--- config.mk ---
export PLATFORM = sky130hd
export DESIGN_NAME = word_assembler_flat
export DESIGN_NICKNAME = d
export VERILOG_FILES = /design/src/rtl/word_assembler_if.sv /design/src/rtl/word_assembler.sv /design/src/flat_wrapper.sv
export SDC_FILE = /design/constraint.sdc
export NUM_CORES = 1
export LEC_CHECK = 0
export ABC_AREA = 1
export BUFFER_PORTS_ARGS = -buffer_cell sky130_fd_sc_hd__buf_2
export CAP_MARGIN = 15
export CORE_MARGIN = 2
export CORE_UTILIZATION = 32
export CTS_CLUSTER_DIAMETER = 60
export DETAILED_ROUTE_END_ITERATION = 6
export PLACE_DENSITY = 0.64
export SYNTH_ARGS = -nofsm -noshare
export SYNTH_HDL_FRONTEND = slang
export SYNTH_SLANG_ARGS = --single-unit
export TNS_END_PERCENT = 100
--- constraint.sdc ---
create_clock -name clk -period 1.4 [get_ports clk]
set_input_delay 0 -clock clk [delete_from_list [all_inputs] [get_ports clk]]
set_output_delay 0 -clock clk [all_outputs]
set_load 0.05 [all_outputs]
--- src/rtl/word_assembler_if.sv ---
// ============================================================================
//  Module      : word_assembler_if
//  Description : Handshake bundle for the byte-to-word assembler. Carries the
//                upstream byte stream, the downstream 32-bit word stream, the
//                occupancy count and, when ASSEMBLER_FLUSH_EN is defined, the
//                flush request.
//  Modports    : master - the side that sources bytes and sinks words
//                slave  - the assembler itself
//  Signals     : in_data[7:0], in_valid, in_ready   byte stream
//                out_data[31:0], out_valid, out_ready word stream
//                byte_cnt[2:0]                      bytes held (0..4)
//                flush                              ASSEMBLER_FLUSH_EN only
//  Revision    : 1.0  initial release
// ============================================================================
`default_nettype none

interface word_assembler_if;
  logic [7:0]  in_data;
  logic        in_valid;
  logic        in_ready;
  logic [31:0] out_data;
  logic        out_valid;
  logic        out_ready;
  logic [2:0]  byte_cnt;
`ifdef ASSEMBLER_FLUSH_EN
  logic        flush;
`endif

`ifdef ASSEMBLER_FLUSH_EN
  modport master (
    output in_data, in_valid, out_ready, flush,
    input  in_ready, out_data, out_valid, byte_cnt
  );
  modport slave (
    input  in_data, in_valid, out_ready, flush,
    output in_ready, out_data, out_valid, byte_cnt
  );
`else
  modport master (
    output in_data, in_valid, out_ready,
    input  in_ready, out_data, out_valid, byte_cnt
  );
  modport slave (
    input  in_data, in_valid, out_ready,
    output in_ready, out_data, out_valid, byte_cnt
  );
`endif
endinterface

`default_nettype wire

--- src/rtl/word_assembler.sv ---
// ============================================================================
//  Module      : word_assembler
//  Description : Packs a stream of bytes into 32-bit words, MSB first (byte 0
//                lands in bits [31:24]). A completed word is held on out_data
//                with out_valid until the consumer takes it; a byte offered in
//                the same cycle the word retires starts the next word with no
//                bubble.
//  Ports       : clk      - single clock, rising edge
//                reset_n  - asynchronous active-low reset
//                bus      - word_assembler_if.slave (byte in, word out,
//                           byte_cnt, optional flush)
//  Options     : ASSEMBLER_FLUSH_EN - adds the flush input, which emits a
//                partially filled word (unfilled low bytes read as zero).
//  Revision    : 1.0  initial release
// ============================================================================
`default_nettype none

module word_assembler (
  input logic             clk,
  input logic             reset_n,
  word_assembler_if.slave bus
);

  typedef enum logic [0:0] {
    ST_COLLECT = 1'b0,
    ST_FULL    = 1'b1
  } state_t;

  state_t      r_state;
  state_t      w_state_nxt;
  logic [31:0] r_data;
  logic [31:0] w_data_nxt;
  logic [2:0]  r_cnt;
  logic [2:0]  w_cnt_nxt;

  logic        w_in_ready;
  logic        w_accept;
  logic        w_retire;
  logic [31:0] w_byte_placed;

  // A held word blocks new bytes unless it is leaving this same cycle.
  assign w_in_ready = (r_state != ST_FULL) || bus.out_ready;
  assign w_accept   = bus.in_valid && w_in_ready;
  assign w_retire   = (r_state == ST_FULL) && bus.out_ready;

  // Incoming byte positioned at the slot selected by the current count.
  // Only used in COLLECT, where the count never exceeds 3.
  always_comb begin
    w_byte_placed = '0;
    case (r_cnt[1:0])
      2'd0:    w_byte_placed[31:24] = bus.in_data;
      2'd1:    w_byte_placed[23:16] = bus.in_data;
      2'd2:    w_byte_placed[15:8]  = bus.in_data;
      default: w_byte_placed[7:0]   = bus.in_data;
    endcase
  end

  always_comb begin
    w_state_nxt = r_state;
    w_data_nxt  = r_data;
    w_cnt_nxt   = r_cnt;
    case (r_state)
      ST_COLLECT: begin
        if (w_accept) begin
          // Unwritten slots are already zero, so OR-ing in is sufficient.
          w_data_nxt = r_data | w_byte_placed;
          w_cnt_nxt  = r_cnt + 3'd1;
          if (r_cnt == 3'd3) begin
            w_state_nxt = ST_FULL;
          end
        end
`ifdef ASSEMBLER_FLUSH_EN
        // Flush looks at the count after this edge's byte, so a lone first
        // byte plus flush still emits, and an empty word never does.
        if (bus.flush && (w_cnt_nxt != 3'd0)) begin
          w_state_nxt = ST_FULL;
        end
`endif
      end
      ST_FULL: begin
        if (w_retire) begin
          w_state_nxt = ST_COLLECT;
          if (w_accept) begin
            w_data_nxt = {bus.in_data, 24'h00_0000};
            w_cnt_nxt  = 3'd1;
          end else begin
            w_data_nxt = '0;
            w_cnt_nxt  = 3'd0;
          end
        end
      end
      default: begin
        w_state_nxt = ST_COLLECT;
        w_data_nxt  = '0;
        w_cnt_nxt   = 3'd0;
      end
    endcase
  end

  always_ff @(posedge clk or negedge reset_n) begin
    if (!reset_n) begin
      r_state <= ST_COLLECT;
      r_data  <= '0;
      r_cnt   <= 3'd0;
    end else begin
      r_state <= w_state_nxt;
      r_data  <= w_data_nxt;
      r_cnt   <= w_cnt_nxt;
    end
  end

  assign bus.in_ready  = w_in_ready;
  assign bus.out_data  = r_data;
  assign bus.out_valid = (r_state == ST_FULL);
  assign bus.byte_cnt  = r_cnt;

endmodule

`default_nettype wire

--- src/flat_wrapper.sv ---
// flat-port wrapper written by rule: the top's interface ports become plain ports
module word_assembler_flat 
  (clk, reset_n, bus_in_data, bus_in_valid, bus_out_ready, bus_in_ready, bus_out_data, bus_out_valid, bus_byte_cnt);
  word_assembler_if bus_i ();
  input logic clk;
  input logic reset_n;
  input wire logic [$bits(bus_i.in_data)-1:0] bus_in_data;
  input wire logic [$bits(bus_i.in_valid)-1:0] bus_in_valid;
  input wire logic [$bits(bus_i.out_ready)-1:0] bus_out_ready;
  output wire logic [$bits(bus_i.in_ready)-1:0] bus_in_ready;
  output wire logic [$bits(bus_i.out_data)-1:0] bus_out_data;
  output wire logic [$bits(bus_i.out_valid)-1:0] bus_out_valid;
  output wire logic [$bits(bus_i.byte_cnt)-1:0] bus_byte_cnt;
  assign bus_i.in_data = bus_in_data;
  assign bus_i.in_valid = bus_in_valid;
  assign bus_i.out_ready = bus_out_ready;
  assign bus_in_ready = bus_i.in_ready;
  assign bus_out_data = bus_i.out_data;
  assign bus_out_valid = bus_i.out_valid;
  assign bus_byte_cnt = bus_i.byte_cnt;
  word_assembler u_core (.clk(clk), .reset_n(reset_n), .bus(bus_i));
endmodule
==> results.txt, run 1 <==
fin crit period = 1.247 ns
r2r setup slk = 0.15 ns
Unique masters post-synth = 15
total clock sinks = 36
Layout Nets = 294
GRT overflow = 0
# rows = 27
Max Freq = 0.8022 GHz
clk_lat worst skew = 0.29 ns
DIE HEIGHT = 78.17 um
DPL Wire Length = 3094 um
Register Area = 904.6 um^2
Via density = 4.393
Antenna diodes = 0
number of iterations in the first detailed-routing pass = 4
CTS tree = built
Seq/Total Area, Yosys = 0.5117
Arr. time, crit path = 1.41 ns
Synth Area per Inst = 8.113 um^2
Post-DRT Antenna Nets = 0
area growth from synthesis to layout = 29.35%
Critical path buffers and inverters = 2
CP required = 1.57 ns
total vias in the final route = 1533
setup total negative slack = 0 ns
pin count of the biggest net entering global routing = 37
Initial DRC Count = 76
CTS Buf Count = 5
Worst Max-Slew Pin Slew = 0.4788 ns
IO Pins = 49
Fin. Hold Viols = 0
Crit Path Max Fanout = 16
Worst-path clk slew = 0.08 ns
Synth Cell Area = 1760 um^2
routability congestion estimate = 0.8150
Worst path max stage delay = 0.44 ns
fin crit share = 0.8904
CP delay by family, top = flip-flops
global-route wire length before repair = 7169 um
flops & latches, synth = 36
Syn. warnings = 0
Avg WL per Cell = 12.50 um
Synth Instances = 217
crit end category = flip-flop
Core Region = 5405 um^2
H-Tree Depth = 2
Crit path top cell by count = nand2_4
Rel. slew slack = 0.6808
CP max stage cell = dfrtp_2
initial antenna violation count = 0
Worst Setup Path Type = reg2reg
Finish-stage setup viols = 0
worst hold slack = 0.008549 ns
IO buf count = 48
status = complete, no violations
CTS root buffer = clkbuf_8
Setup Fix Bufs, Post-CTS = 0
Slew Limit Fails = 0
share of layout cells above drive strength 1 = 0.2996
CP Launch Type = flip-flop
Setup Skew = 0.007600 ns
Post-route DRC = 0
class of the worst hold path = in2reg
clock tree buffer depth = 2
vias in the first global route = 1386
critical-path cell list = inv_2 -> nand2_4 -> nand2_4 -> buf_4 -> o21ai_0
unrepaired setup endpoints after global routing = no
All-Layer GR Usage = 0.1534
max-cap viol count = 0
Initial Util = 0.3257
Routed WL = 4361 um
Die W = 78.17 um
Multi-input gate area = 709.4 um^2
Synth Net Count = 235
fill count = 593
die area = 6111 um^2
## state kept, by name, indices dropped and copies added, names as in the netlist
| signal | count |
|---|---|
| u_core.bus.byte_cnt | 3 |
| u_core.bus.out_data | 32 |
| u_core.bus.out_valid | 1 |
## routing by layer
layer	share of wire	global-route usage	vias to the layer above
met5	0	0	-
met4	0.0053	0.04737	0
met3	0.064	0.04483	2
met2	0.45	0.2267	40
met1	0.48	0.2168	712
li1	-	-	779
## area by class of cell
type / count / share of cell area
flip-flops and latches: 36 / 0.3973
inverters: 23 / 0.04011
multi-input cells: 149 / 0.3115
repair buffers: 61 / 0.1560
clock buffers: 7 / 0.04231
clock inverters: 1 / 0.01319
well taps: 72 / 0.03956
## worst paths after layout
path | from | end | depth (start not counted)
worst max-delay path | u_core.bus.out_valid | u_core.bus.byte_cnt[1] | 5
worst min register to register | u_core.bus.out_data[23] | u_core.bus.out_data[23] | 2
min in group asynchronous | reset_n | u_core.bus.out_data[11] | 3
max in group asynchronous | reset_n | u_core.bus.out_valid | 3
worst max register to register | u_core.bus.out_valid | u_core.bus.byte_cnt[1] | 5
worst min-delay path | bus_in_data[2] | u_core.bus.out_data[26] | 3
## placed cells by master, fill, tap and decap left out, types with 5 or more instances in the layout
| master | n |
|---|---|
| dlygate4sd3_1 | 7 |
| buf_2 | 48 |
| o21ai_0 | 10 |
| dfrtp_1 | 33 |
| clkbuf_8 | 7 |
| nand2_1 | 91 |
| inv_1 | 21 |
| nand2_2 | 13 |
| buf_4 | 6 |
| nand3_1 | 26 |
| ha_1 | 5 |
## logic make-up after synthesis
family          share of synthesized area
compound gates                    0.03199
flops                              0.5117
buf+inv                           0.08955
simple gates                       0.3241
fa+ha+maj                         0.04264
## worst min-delay path: stages
cell     delay (ns)
buf_2          0.13
nand3_1        0.08
nand2_1        0.05
## what timing repair did
action,CTS,global route
hold buffers,7,0
hold endpoints to repair,43,0
setup endpoints to repair,0,4
gates resized for setup,0,2
## cells in the mapped netlist (all sizes together)
cell    instances  share of area
ha              6          0.043
nand2         106           0.25
inv            23          0.052
o21ai          10          0.028
clkbuf          5          0.011
o22ai           1         0.0036
dfrtp          36           0.51
nand3          26          0.074
buf             4          0.027
## per-stage QoR
stage,cells,utilization,setup WS (ns),area (um^2)
after floorplan,217,-,0.05544,1767
after global placement,334,0.3840,0.1397,2076
after detailed placement,334,0.3840,0.1153,2076
after CTS,349,0.4204,0.08219,2272
after global routing,349,0.4213,0.03287,2277
final,349,0.4213,0.1535,2277
Power of run 1 is not shown: default switching activity piles up to over one toggle a cycle in this logic, so the estimate is an artifact.
==> inputs of run 2 (changes only) <==
PLACE_DENSITY = 0.66   (was 0.64)
clock period = 1.1 ns   (was 1.4 ns; I/O delays follow)
==> run 2 against run 1 <==
  * The flow now finishes with violations (hold timing, setup timing)
  * Utilization rose by 4.0 points
  * Fmax rose by 6.4%
  * Clock skew barely moved
  * Die area did not move
  * Wire length rose by 7.8%
  * Critical path depth did not move
  * Register-to-register slack got worse by 0.23 ns
  * Clock-buffer cell count fell by 1
==> results.txt, run 2 (synthesized netlist as in run 1, its figures left out) <==
status = complete, but fails checks
failing checks = hold timing, setup timing
Die W = 78.17 um (unchanged)
CTS tree = built
Setup Skew = 0.007104 ns (-0.0004959 ns)
setup total negative slack = -1.389 ns (-1.389 ns)
max FFs per register = 32 (unchanged)
# rows = 27 (unchanged)
DIE HEIGHT = 78.17 um (unchanged)
crit end category = flip-flop
fin crit period = 1.172 ns (-0.07450 ns)
area growth from synthesis to layout = 41.72%
clk_lat worst skew = 0.30 ns (about the same)
total clock sinks = 36 (unchanged)
routability congestion estimate = 0.7632 (-6.4%)
critical-path cell list = inv_6 -> nand2_8 -> nand2_8 -> clkbuf_16 -> o22ai_1
CP delay by family, top = flip-flops
worst hold slack = -0.004632 ns (-0.01318 ns)
Crit path top cell by count = nand2_8
share of layout cells above drive strength 1 = 0.3649 (+0.06527)
initial antenna violation count = 0 (unchanged)
total vias in the final route = 1576 (+2.8%)
class of the worst hold path = in2reg
Avg WL per Cell = 13.17 um (+5.4%)
GRT overflow = 0 (unchanged)
CP max stage cell = dfrtp_4
clock tree buffer depth = 2 (unchanged)
most frequent cells in the layout = nand2_1, buf_2, dfrtp_1, nand3_1, inv_1
Core Region = 5405 um^2 (unchanged)
fin crit share = 1.066 (+0.1751)
Worst path max stage delay = 0.52 ns (+0.08 ns)
number of iterations in the first detailed-routing pass = 4 (unchanged)
Max Freq = 0.8532 GHz (+6.4%)
CTS Buf Count = 5 (unchanged)
IO buf count = 48 (unchanged)
H-Tree Depth = 2 (unchanged)
global-route wire length before repair = 7486 um (+4.4%)
Slew Limit Fails = 0 (unchanged)
DPL Wire Length = 3174 um (+2.6%)
pin count of the biggest net entering global routing = 17 (-54%)
CP Launch Type = flip-flop
setup ws final = -0.07205 ns (-0.2255 ns)
placed insts = 337 (+0.90%)
vias in the first global route = 1516 (+9.4%)
Post-route DRC = 0 (unchanged)
Arr. time, crit path = 1.34 ns (-0.07 ns)
Worst-path clk slew = 0.07 ns (about the same)
CP required = 1.27 ns (-0.30 ns)
most common cell after layout, fill and taps aside = nand2_1
Worst Max-Slew Pin Slew = 0.3862 ns (-0.09267 ns)
Initial Util = 0.3257 (unchanged)
Antenna diodes = 0 (unchanged)
Crit Path Max Fanout = 6 (-10)
Finish-stage setup viols = 29 (+29)
Post-DRT Antenna Nets = 0 (unchanged)
Worst Setup Path Type = reg2reg
Layout Nets = 303 (+3.1%)
die area = 6111 um^2 (unchanged)
Finished Layout Cells = 357 (+2.3%)
Routed WL = 4703 um (+7.8%)
Critical path buffers and inverters = 2 (unchanged)
CTS root buffer = clkbuf_8
max-cap viol count = 0 (unchanged)
Initial DRC Count = 117 (+54%)
Rel. slew slack = 0.7425 (+0.06178)
All-Layer GR Usage = 0.1586 (+0.005204)
Fin. Hold Viols = 1 (+1)
unrepaired setup endpoints after global routing = yes
IO Pins = 49 (unchanged)
Via density = 4.415 (+0.50%)
[run 2: cell types whose count changed in the layout (fill, tap and decap cells not counted), sizes merged]
cell,previous run,this run
clkbuf,7,8
bufinv,1,0
buf,54,61
clkinv,0,1
[run 2: layout make-up]
type | instances | area [um^2]
multi-input cells | 149 | 810.8
flip-flops and latches | 36 | 907.1
clock buffers | 6 | 72.57
well taps | 72 | 90.09
fillers | 535 | 2910
clock inverters | 1 | 5.005
inverters | 23 | 98.84
repair buffers | 70 | 510.5
[run 2: worst paths after layout]
kind,startpoint,end,slack [ns],depth (start not counted)
min,bus_in_data[5],u_core.bus.out_data[29],-0.005,3
max in group asynchronous,reset_n,u_core.bus.out_data[24],0.44,3
min reg2reg,u_core.bus.out_data[27],u_core.bus.out_data[27],0.47,2
min in group asynchronous,reset_n,u_core.bus.out_data[7],0.15,2
max reg2reg,u_core.bus.out_valid,u_core.bus.byte_cnt[2],-0.07,5
max,u_core.bus.out_valid,u_core.bus.byte_cnt[2],-0.07,5
[run 2: what timing repair did]
| item | CTS | global route |
|---|---|---|
| buffers inserted | 2 | 3 |
| gates resized for setup | 15 | 10 |
| gates cloned | 0 | 2 |
| pin swaps | 10 | 8 |
| endpoints found under the hold margin | 45 | 0 |
| setup endpoints to repair | 31 | 37 |
| hold buffers | 7 | 0 |
[run 2: worst reg2reg max path, delay by kind of cell (launching register included)]
kind | cells | cell delay [ns]
buffers and inverters | 2 | 0.26
DFF | 1 | 0.52
and+or+nand+nor | 2 | 0.20
AOI/OAI and AO/OA | 1 | 0.07
[run 2: stage by stage]
step             util  setup slack, ns  area (um^2)  hold WS (ns)
2_1_floorplan       -          -0.1547         1828       -0.2956
4_1_cts        0.4428         -0.05207         2394      0.002352
3_3_place_gp   0.3995         -0.04195         2160      -0.06702
3_5_place_dp   0.3995         -0.09881         2160      -0.06555
5_1_grt        0.4616          -0.1159         2495       0.01086
6_report       0.4616         -0.07205         2495     -0.004632
[run 2: routing by layer]
layer / track usage / part of all wire
met1: 0.2015 / 0.47
met2: 0.2517 / 0.47
met3: 0.05287 / 0.048
met4: 0.05789 / 0.016
met5: 0 / 0
Power of run 2 is left out for the same reason.
